[src/rtl/i2s_capture_rx.sv]
// I2S record-path receiver running entirely on mclk.
// Oversamples bclk/reclrc/recdat, deserialises MSB-first words with the I2S one-bit delay,
// pairs left/right into frames and presents them over a valid/ready handshake.
// Optional peak meter: define I2S_RX_PEAK_EN to build it; otherwise peak_level is tied to 0.
module i2s_capture_rx #(
  parameter int SAMPLE_BITS = 16,
  parameter int SLOT_BITS   = 16
) (
  input  logic                          mclk,
  input  logic                          rst_n,
  input  logic                          audio_I2S_bclk,
  input  logic                          audio_I2S_reclrc,
  input  logic                          audio_I2S_recdat,
  output logic signed [SAMPLE_BITS-1:0] rx_left,
  output logic signed [SAMPLE_BITS-1:0] rx_right,
  output logic                          rx_valid,
  input  logic                          rx_ready,
  output logic                          rx_overrun,
  output logic                          rx_frame_err,
  output logic        [SAMPLE_BITS-1:0] peak_level,
  input  logic                          peak_clr
);

  localparam int CW = $clog2(SLOT_BITS + 2);
  localparam logic [CW-1:0] SLOT_C = CW'(SLOT_BITS);
  localparam logic [CW-1:0] SAMP_C = CW'(SAMPLE_BITS);
  localparam logic [CW-1:0] SAT_C  = CW'(SLOT_BITS + 1);

  localparam logic [0:0] ST_SYNC = 1'b0;
  localparam logic [0:0] ST_RUN  = 1'b1;

  logic bclk_p0, bclk_p1, bclk_p2;
  logic lrc_p0, lrc_p1;
  logic dat_p0, dat_p1;

  logic                          state;
  logic                          lrc_prev;
  logic [CW-1:0]                 slot_cnt;
  logic signed [SAMPLE_BITS-1:0] shift_reg;
  logic signed [SAMPLE_BITS-1:0] left_hold;
  logic                          left_vld;

  logic                          frm_vld_p2;
  logic signed [SAMPLE_BITS-1:0] frm_left_p2;
  logic signed [SAMPLE_BITS-1:0] frm_right_p2;

  logic                          rise_p1;
  logic                          boundary_p1;
  logic                          slot_ok_p1;
  logic signed [SAMPLE_BITS-1:0] word_close_p1;

  // Stage p0/p1: two-flop synchronisers; bclk_p2 is the previous synchronised bclk for edge detect
  always_ff @(posedge mclk or negedge rst_n) begin
    if (!rst_n) begin
      bclk_p0 <= 1'b0;
      bclk_p1 <= 1'b0;
      bclk_p2 <= 1'b0;
      lrc_p0  <= 1'b0;
      lrc_p1  <= 1'b0;
      dat_p0  <= 1'b0;
      dat_p1  <= 1'b0;
    end else begin
      bclk_p0 <= audio_I2S_bclk;
      bclk_p1 <= bclk_p0;
      bclk_p2 <= bclk_p1;
      lrc_p0  <= audio_I2S_reclrc;
      lrc_p1  <= lrc_p0;
      dat_p0  <= audio_I2S_recdat;
      dat_p1  <= dat_p0;
    end
  end

  // The boundary bit is the LSB of the closing slot, so the closing word includes dat_p1
  // whenever that bit still falls inside the sample width.
  assign rise_p1       = bclk_p1 & ~bclk_p2;
  assign boundary_p1   = rise_p1 & (lrc_p1 != lrc_prev);
  assign slot_ok_p1    = (slot_cnt == SLOT_C);
  assign word_close_p1 = (slot_cnt <= SAMP_C) ? {shift_reg[SAMPLE_BITS-2:0], dat_p1} : shift_reg;

  // Stage p1 -> p2: slot counting, word assembly, L/R pairing and slot-length checking
  always_ff @(posedge mclk or negedge rst_n) begin
    if (!rst_n) begin
      state        <= ST_SYNC;
      lrc_prev     <= 1'b0;
      slot_cnt     <= '0;
      shift_reg    <= '0;
      left_hold    <= '0;
      left_vld     <= 1'b0;
      frm_vld_p2   <= 1'b0;
      frm_left_p2  <= '0;
      frm_right_p2 <= '0;
      rx_frame_err <= 1'b0;
    end else begin
      frm_vld_p2   <= 1'b0;
      rx_frame_err <= 1'b0;
      if (rise_p1) begin
        lrc_prev <= lrc_p1;
        if (state == ST_SYNC) begin
          if (boundary_p1) begin
            state     <= ST_RUN;
            slot_cnt  <= CW'(1);
            shift_reg <= '0;
            left_vld  <= 1'b0;
          end
        end else if (boundary_p1) begin
          slot_cnt  <= CW'(1);
          shift_reg <= '0;
          if (slot_ok_p1) begin
            if (!lrc_prev) begin
              left_hold <= word_close_p1;
              left_vld  <= 1'b1;
            end else begin
              if (left_vld) begin
                frm_vld_p2   <= 1'b1;
                frm_left_p2  <= left_hold;
                frm_right_p2 <= word_close_p1;
              end
              left_vld <= 1'b0;
            end
          end else begin
            rx_frame_err <= 1'b1;
            left_vld     <= 1'b0;
          end
        end else begin
          if (slot_cnt <= SAMP_C) shift_reg <= {shift_reg[SAMPLE_BITS-2:0], dat_p1};
          if (slot_cnt != SAT_C) slot_cnt <= slot_cnt + 1'b1;
        end
      end
    end
  end

  // Stage p2 -> output: frame hold register with handshake and overrun detection
  always_ff @(posedge mclk or negedge rst_n) begin
    if (!rst_n) begin
      rx_left    <= '0;
      rx_right   <= '0;
      rx_valid   <= 1'b0;
      rx_overrun <= 1'b0;
    end else begin
      rx_overrun <= 1'b0;
      if (frm_vld_p2) begin
        rx_left    <= frm_left_p2;
        rx_right   <= frm_right_p2;
        rx_valid   <= 1'b1;
        rx_overrun <= rx_valid & ~rx_ready;
      end else if (rx_valid && rx_ready) begin
        rx_valid <= 1'b0;
      end
    end
  end

`ifdef I2S_RX_PEAK_EN
  logic                          wrd_vld_p2;
  logic signed [SAMPLE_BITS-1:0] wrd_p2;
  logic        [SAMPLE_BITS-1:0] wrd_mag_p2;

  // Magnitude with the most negative code saturated to the largest positive code
  function automatic logic [SAMPLE_BITS-1:0] mag_sat(input logic signed [SAMPLE_BITS-1:0] w);
    if (w == {1'b1, {(SAMPLE_BITS-1){1'b0}}}) return {1'b0, {(SAMPLE_BITS-1){1'b1}}};
    else if (w[SAMPLE_BITS-1])                return $unsigned(-w);
    else                                      return $unsigned(w);
  endfunction

  assign wrd_mag_p2 = mag_sat(wrd_p2);

  // Stage p1 -> p2: capture every well-formed closing word for the meter
  always_ff @(posedge mclk or negedge rst_n) begin
    if (!rst_n) begin
      wrd_vld_p2 <= 1'b0;
      wrd_p2     <= '0;
    end else begin
      wrd_vld_p2 <= 1'b0;
      if (rise_p1 && state == ST_RUN && boundary_p1 && slot_ok_p1) begin
        wrd_vld_p2 <= 1'b1;
        wrd_p2     <= word_close_p1;
      end
    end
  end

  // Peak hold; a clear coinciding with a new word reloads from that word alone
  always_ff @(posedge mclk or negedge rst_n) begin
    if (!rst_n) begin
      peak_level <= '0;
    end else if (wrd_vld_p2) begin
      if (peak_clr || wrd_mag_p2 > peak_level) peak_level <= wrd_mag_p2;
    end else if (peak_clr) begin
      peak_level <= '0;
    end
  end
`else
  logic unused_peak_clr;
  assign unused_peak_clr = peak_clr;
  assign peak_level      = '0;
`endif

endmodule
[config.mk]
export PLATFORM = sky130hd
export DESIGN_NAME = i2s_capture_rx
export DESIGN_NICKNAME = d
export VERILOG_FILES = /design/src/rtl/i2s_capture_rx.sv
export SDC_FILE = /design/constraint.sdc
export NUM_CORES = 1
export LEC_CHECK = 0
export CORE_UTILIZATION = 45
export DETAILED_ROUTE_END_ITERATION = 6
export DONT_BUFFER_PORTS = 1
export GPL_TIMING_DRIVEN = 0
export PLACE_DENSITY = 0.6
export SYNTH_ARGS = -nofsm -noshare
export SYNTH_HDL_FRONTEND = slang
export SYNTH_SLANG_ARGS = --single-unit
[constraint.sdc]
create_clock -name mclk -period 1.9 [get_ports mclk]
set_clock_uncertainty 0.05 [all_clocks]
set_input_delay 0.475 -clock mclk [delete_from_list [all_inputs] [get_ports mclk]]
set_output_delay 0.475 -clock mclk [all_outputs]
set_load 0.02 [all_outputs]
==> impl_metrics.py, run 1 <==
metrics = {
    "pwr": {
        "p_total_uw": 6170,
        "combPwrFrac": 0.064,
        "leakagePower_uw": 0.00290,
        "power_frac_clock": 0.522,
        "swShare": 0.211,
        "seqPwrFrac": 0.413,
        "p_sw_uw": 1310,
        "intPower_uw": 4870,
        "powerDensity_nw_per_um2": 1080,
        "irDropWorstVdd_uv": 754,
    },
    "yosys": {
        "synth_cells": 319,
        "syn_area_per_cell_um2": 14.4,
        "ys.flop_type": "dfrtp_1",
        "seq_area_frac_synth": 0.621,
        "synthTopCellsByCount": "dfrtp_1 (114), mux2_2 (72), o21ai_0 (20), nand2_1 (19), buf_4 (16)",
        "async_flop_share": 1.00,
        "synthTopCellsByArea": "dfrtp_1 (62%), mux2_2 (18%), mux2i_1 (3.3%), mux2_4 (2.9%), buf_4 (2.6%)",
        "synthDistinctLibCells": 33,
        "syn_area_um2": 4590,
        "yosys_warnings": 0,
        "synth_largest_area_cell": "dfrtp_1",
        "ys_ff_latch": 114,
        "synth_top_cell_area_share": 0.621,
        "synth-edff-count": 0,
        "yosysMostFrequentCell": "dfrtp_1",
    },
    "cts": {
        "cts_max_level": 4,
        "cts_buffer_depth": 2,
        "path_clk_slew_ns": 0.06,
        "insertion_delay_ns": 0.52,
        "cts_tree": "done",
        "cts_made_buffers": 17,
        "cts-root-buf": "clkbuf_8",
        "hold_buffers": 3,
        "cts_sinks": 114,
    },
    "routing": {
        "drc": 0,
        "first_iter_violations": 119,
        "vias": 2572,
        "drtPass1Iterations": 4,
        "via_per_inst": 5.00,
        "wl_per_cell_um": 16.4,
        "postRouteWirelength_um": 8430,
        "postRouteAntennaNets": 0,
    },
    "timing": {
        "hold_ws_ns": -0.394,
        "worstMarginPinSlew_ns": 0.554,
        "max_freq_ghz": 0.521,
        "setup_violations": 13,
        "setup_ws_ns": -0.0207,
        "finalCriticalPeriod_ns": 1.92,
        "hold_viol": 114,
        "period_share": 1.01,
        "maxSlewHeadroom": 0.630,
        "rsz0062_at_grt": "yes",
        "drv_slew": 0,
    },
    "critical_path": {
        "worst-path-buf-inv": 4,
        "slowest_delay_ns": 0.38,
        "crit_family": "buffers and inverters",
        "crit_fanout": 5,
        "worstPathArrival_ns": 2.26,
        "r2r_setup_slack_ns": -0.02,
        "setup.worst_path.class": "register to register",
        "worst_path_max_delay_cell": "dfrtp_1",
        "cp.required_ns": 2.24,
        "cpMostUsedCell": "buf_6",
        "crit_path_end_kind": "register",
        "worstPathCellList": "inv_2 > ha_4 > nand4bb_4 > buf_6 > nor4_4 > buf_6 > clkbuf_16 > mux2_2",
        "cp.depth": 8,
        "start_kind": "register",
        "rr_worst_depth": 8,
    },
    "die": {
        "ioPinCount": 58,
        "fp.dieH_um": 103,
        "core_area_um2": 9820,
        "die_w_um": 103,
        "dieArea_um2": 10600,
        "fp-row-count": 36,
        "start_util": 0.468,
    },
    "layout": {
        "insertedDiodeCount": 0,
        "layout.nets": 380,
        "ff_latch_area_um2": 2850,
        "fin_util": 0.583,
        "area_growth_pct": 24.7,
        "drive_gt1_frac": 0.412,
        "stdcell_area_um2": 5730,
        "fillers": 817,
        "multi_input_area_um2": 1660,
    },
    "placement": {
        "dpl.hpwl_um": 4920,
        "io_buffers": 0,
        "gp_congestion": 0.719,
        "post_dp_cell_area_um2": 4830,
    },
    "global_route": {
        "first_global_vias": 2592,
        "grt_pass1_wl_um": 13600,
        "grt_max_degree": 115,
        "grt_usage": 0.176,
        "grt_antenna_before_repair": 0,
        "overflow": 0,
    },
    "min_path": {
        "hold_path_class": "input pin to asynchronous set/reset pin",
    },
    "status": {
        "status": "finished with violations",
        "violations": "negative hold slack, negative setup slack",
    },
    "run": {
        "maxCapViolCount": 0,
    },
}
==> final timing paths <==
path,start,endpoint
worst max-delay path,slot_cnt[1],frm_right_p2[12]
worst min-delay path,rst_n,left_hold[7]
worst max register to register,slot_cnt[1],frm_right_p2[12]
worst min register to register,lrc_p0,lrc_p1
max in group asynchronous,rst_n,frm_right_p2[13]
min in group mclk,rx_ready,rx_valid
==> final cells by class <==
| class | count | share of cell area |
|---|---|---|
| multi-input combinational | 184 | 0.291 |
| clock buffer | 26 | 0.0887 |
| inverter | 4 | 0.00262 |
| buffer | 30 | 0.0395 |
| sequential | 114 | 0.498 |
| tap | 133 | 0.0291 |
| clock inverter | 4 | 0.0166 |
| timing repair buffer | 19 | 0.0347 |
==> logic make-up after synthesis <==
family                     share of synthesized area
adders and majority gates                    0.00818
buffers and inverters                         0.0455
and+or+nand+nor                               0.0545
DFF                                            0.621
AOI/OAI and AO/OA                             0.0289
xor gates and xnor gates                     0.00191
muxes                                          0.239
other                                       0.000817
==> metrics by stage <==
step                setup slack [ns]  setup TNS [ns]  std cells
floorplan                    -0.0534           -1.60        334
global placement              -0.436          -14.71        467
detailed placement            -0.470          -16.24        467
CTS                          -0.0607          -0.720        509
global route                 -0.0954           -2.60        514
finish                       -0.0207          -0.121        514
==> repair_timing <==
action | 4_1_cts | 5_1_grt
gates cloned | 1 | 1
pin swaps | 3 | 2
endpoints found under the setup margin | 57 | 69
hold endpoints to repair | 117 | 114
gates resized for setup | 16 | 18
setup buffers | 9 | 5
==> metal layers <==
| layer | wire, um | track usage |
|---|---|---|
| met3 | 381 | 0.0508 |
| met2 | 3770 | 0.249 |
| met4 | 143 | 0.0975 |
| met1 | 4130 | 0.244 |
| met5 | 0 | 0 |
==> worst reg2reg max path, delay by kind of cell, from the launching register on <==
| kind | cells | cell delay, ns |
|---|---|---|
| flops | 1 | 0.38 |
| fa+ha+maj | 1 | 0.15 |
| simple gates | 2 | 0.31 |
| mux | 1 | 0.33 |
| buf+inv | 4 | 0.58 |
==> power groups by stage <==
stage | clock, uW | sequential (uW) | combinational [uW]
after floorplan | 0 | 2580 | 229
after global placement | 0 | 2590 | 262
after detailed placement | 0 | 2600 | 270
after CTS | 3280 | 2550 | 367
after global routing | 3400 | 2560 | 446
final | 3220 | 2550 | 398
==> cell usage in the layout, fill, tap and decap left out, types with 2 or more instances in the layout <==
cell	instances
dfrtp_1	114
mux2_2	65
buf_4	27
o21ai_0	20
nand2_1	19
clkbuf_16	17
mux2_4	16
conb_1	16
mux2i_1	15
clkbuf_1	9
clkbuf_8	7
a21oi_1	4
nand3_1	4
clkbuf_2	3
buf_12	3
or3_1	3
bufinv_16	3
dlygate4sd3_1	3
buf_6	3
inv_2	2
nor3b_1	2
inv_1	2
nand2b_1	2
ha_1	2
Power figures use the tool's default switching activity.
==> run 2: changes to the inputs <==
Settings changed: CORE_MARGIN from default to 1.5.
==> impl_metrics.py, run 2 (synthesis results as in run 1) <==
metrics = {
    "routing": {
        "postRouteWirelength_um": 7870,
        "via_per_inst": 4.89,
        "vias": 2528,
        "first_iter_violations": 99,
        "drc": 0,
        "drtPass1Iterations": 4,
        "wl_per_cell_um": 15.2,
        "postRouteAntennaNets": 0,
    },
    "placement": {
        "dpl.hpwl_um": 4890,
        "dpl.cell_count": 467,
        "gp_congestion": 0.771,
        "post_dp_cell_area_um2": 4830,
        "io_buffers": 0,
    },
    "pwr": {
        "irDropWorstVdd_uv": 565,
        "leakagePower_uw": 0.00286,
        "powerDensity_nw_per_um2": 1050,
        "p_total_uw": 5900,
    },
    "layout": {
        "area_growth_pct": 22.9,
        "final_cell_count_no_fill": 517,
        "insertedDiodeCount": 0,
        "final_common_cell": "dfrtp_1",
        "stdcell_area_um2": 5640,
        "fin_util": 0.575,
        "drive_gt1_frac": 0.409,
        "mostFrequentLayoutCells": "dfrtp_1 (114), mux2_2 (72), buf_4 (31)",
        "fillers": 836,
        "layout.nets": 383,
    },
    "cts": {
        "insertion_delay_ns": 0.50,
        "cts_made_buffers": 17,
        "cts_max_level": 4,
        "cts_sinks": 114,
        "cts_buffer_depth": 2,
        "cts-root-buf": "clkbuf_8",
        "path_clk_slew_ns": 0.05,
        "cts_tree": "done",
        "hold_buffers": 3,
    },
    "timing": {
        "drv_slew": 0,
        "hold_viol": 114,
        "max_freq_ghz": 0.533,
        "hold_ws_ns": -0.378,
        "tns_ns": 0,
        "setup_violations": 0,
        "period_share": 0.987,
        "rsz0062_at_grt": "yes",
        "worstMarginPinSlew_ns": 0.559,
        "finalCriticalPeriod_ns": 1.88,
        "maxSlewHeadroom": 0.627,
    },
    "critical_path": {
        "setup.worst_path.class": "register to register",
        "cp.required_ns": 2.23,
        "worst-path-buf-inv": 4,
        "crit_path_end_kind": "register",
        "worstPathCellList": "inv_2 > ha_4 > nand4bb_4 > buf_4 > nor4_4 > buf_6 > buf_8 > mux2_2",
        "start_kind": "register",
        "worst_path_max_delay_cell": "dfrtp_1",
        "crit_fanout": 10,
        "worstPathArrival_ns": 2.20,
        "crit_family": "buffers and inverters",
        "slowest_delay_ns": 0.39,
    },
    "die": {
        "fp.dieH_um": 104,
        "core_area_um2": 9820,
        "ioPinCount": 58,
        "start_util": 0.468,
        "die_w_um": 104,
        "dieArea_um2": 10800,
        "fp-row-count": 36,
    },
    "status": {
        "status": "finished with violations",
        "violations": "negative hold slack",
    },
    "global_route": {
        "overflow": 0,
        "grt_max_degree": 115,
        "grt_usage": 0.155,
        "grt_pass1_wl_um": 13300,
        "first_global_vias": 2606,
        "grt_antenna_before_repair": 0,
    },
    "min_path": {
        "hold_path_class": "input pin to asynchronous set/reset pin",
    },
    "run": {
        "maxCapViolCount": 0,
    },
}
[run 2: through the flow]
step / hold slack [ns] / worst slack, ns
after floorplan: 0.129 / -0.0534
after global placement: 0.134 / -0.431
after detailed placement: 0.132 / -0.460
after CTS: -0.406 / -0.0623
after global routing: -0.400 / -0.0335
final: -0.378 / 0.0241
[run 2: final cells by class]
type / instances / area [um^2] / share of cell area
clock inverter: 5 / 77.6 / 0.0137
tap: 133 / 166 / 0.0295
buffer: 31 / 226 / 0.0401
inverter: 4 / 15.0 / 0.00266
multi-input combinational: 184 / 1640 / 0.290
sequential: 114 / 2850 / 0.506
timing repair buffer: 21 / 193 / 0.0341
clock buffer: 25 / 474 / 0.0840
[run 2: what timing repair did]
item / 4_1_cts / 5_1_grt
endpoints found under the hold margin: 117 / 114
pin swaps: 2 / 2
buffers inserted: 9 / 8
cloned: 1 / 0
setup endpoints to repair: 57 / 66
gates resized for setup: 16 / 7
[run 2: power by group]
part / leakage, uW / switching, uW / total [uW] / internal [uW]
Clock: 0.000268 / 1000 / 2950 / 1950
Combinational: 0.00103 / 200 / 396 / 196
Sequential: 0.00156 / 64.6 / 2550 / 2490
Total: 0.00286 / 1270 / 5900 / 4630
[run 2: worst register-to-register path, cell delays in order, from the launching register on]
cell and delay (ns):
dfrtp_1 0.39, inv_2 0.08, ha_4 0.14, nand4bb_4 0.11, buf_4 0.16, nor4_4 0.15, buf_6 0.17, buf_8 0.16
mux2_2 0.34
[run 2: final timing paths]
| kind | endpoint | slack, ns | start | cells after the start |
|---|---|---|---|---|
| worst max-delay path | frm_left_p2[14] | 0.02 | slot_cnt[0] | 8 |
| worst min-delay path | rx_valid | -0.38 | rst_n | 0 |
| worst max register to register | frm_left_p2[14] | 0.02 | slot_cnt[0] | 8 |
| worst min register to register | bclk_p1 | 0.30 | bclk_p0 | 0 |
| max in group asynchronous | shift_reg[3] | 1.96 | rst_n | 0 |
| min in group mclk | rx_valid | 0.11 | rx_ready | 2 |
[run 2: metal layers]
metal  share of wire  global-route usage  up-vias
met2            0.44               0.220       59
li1                -                   -     1190
met4           0.012              0.0685        0
met1            0.51               0.222     1268
met5               0                   0        -
met3           0.044              0.0439       11
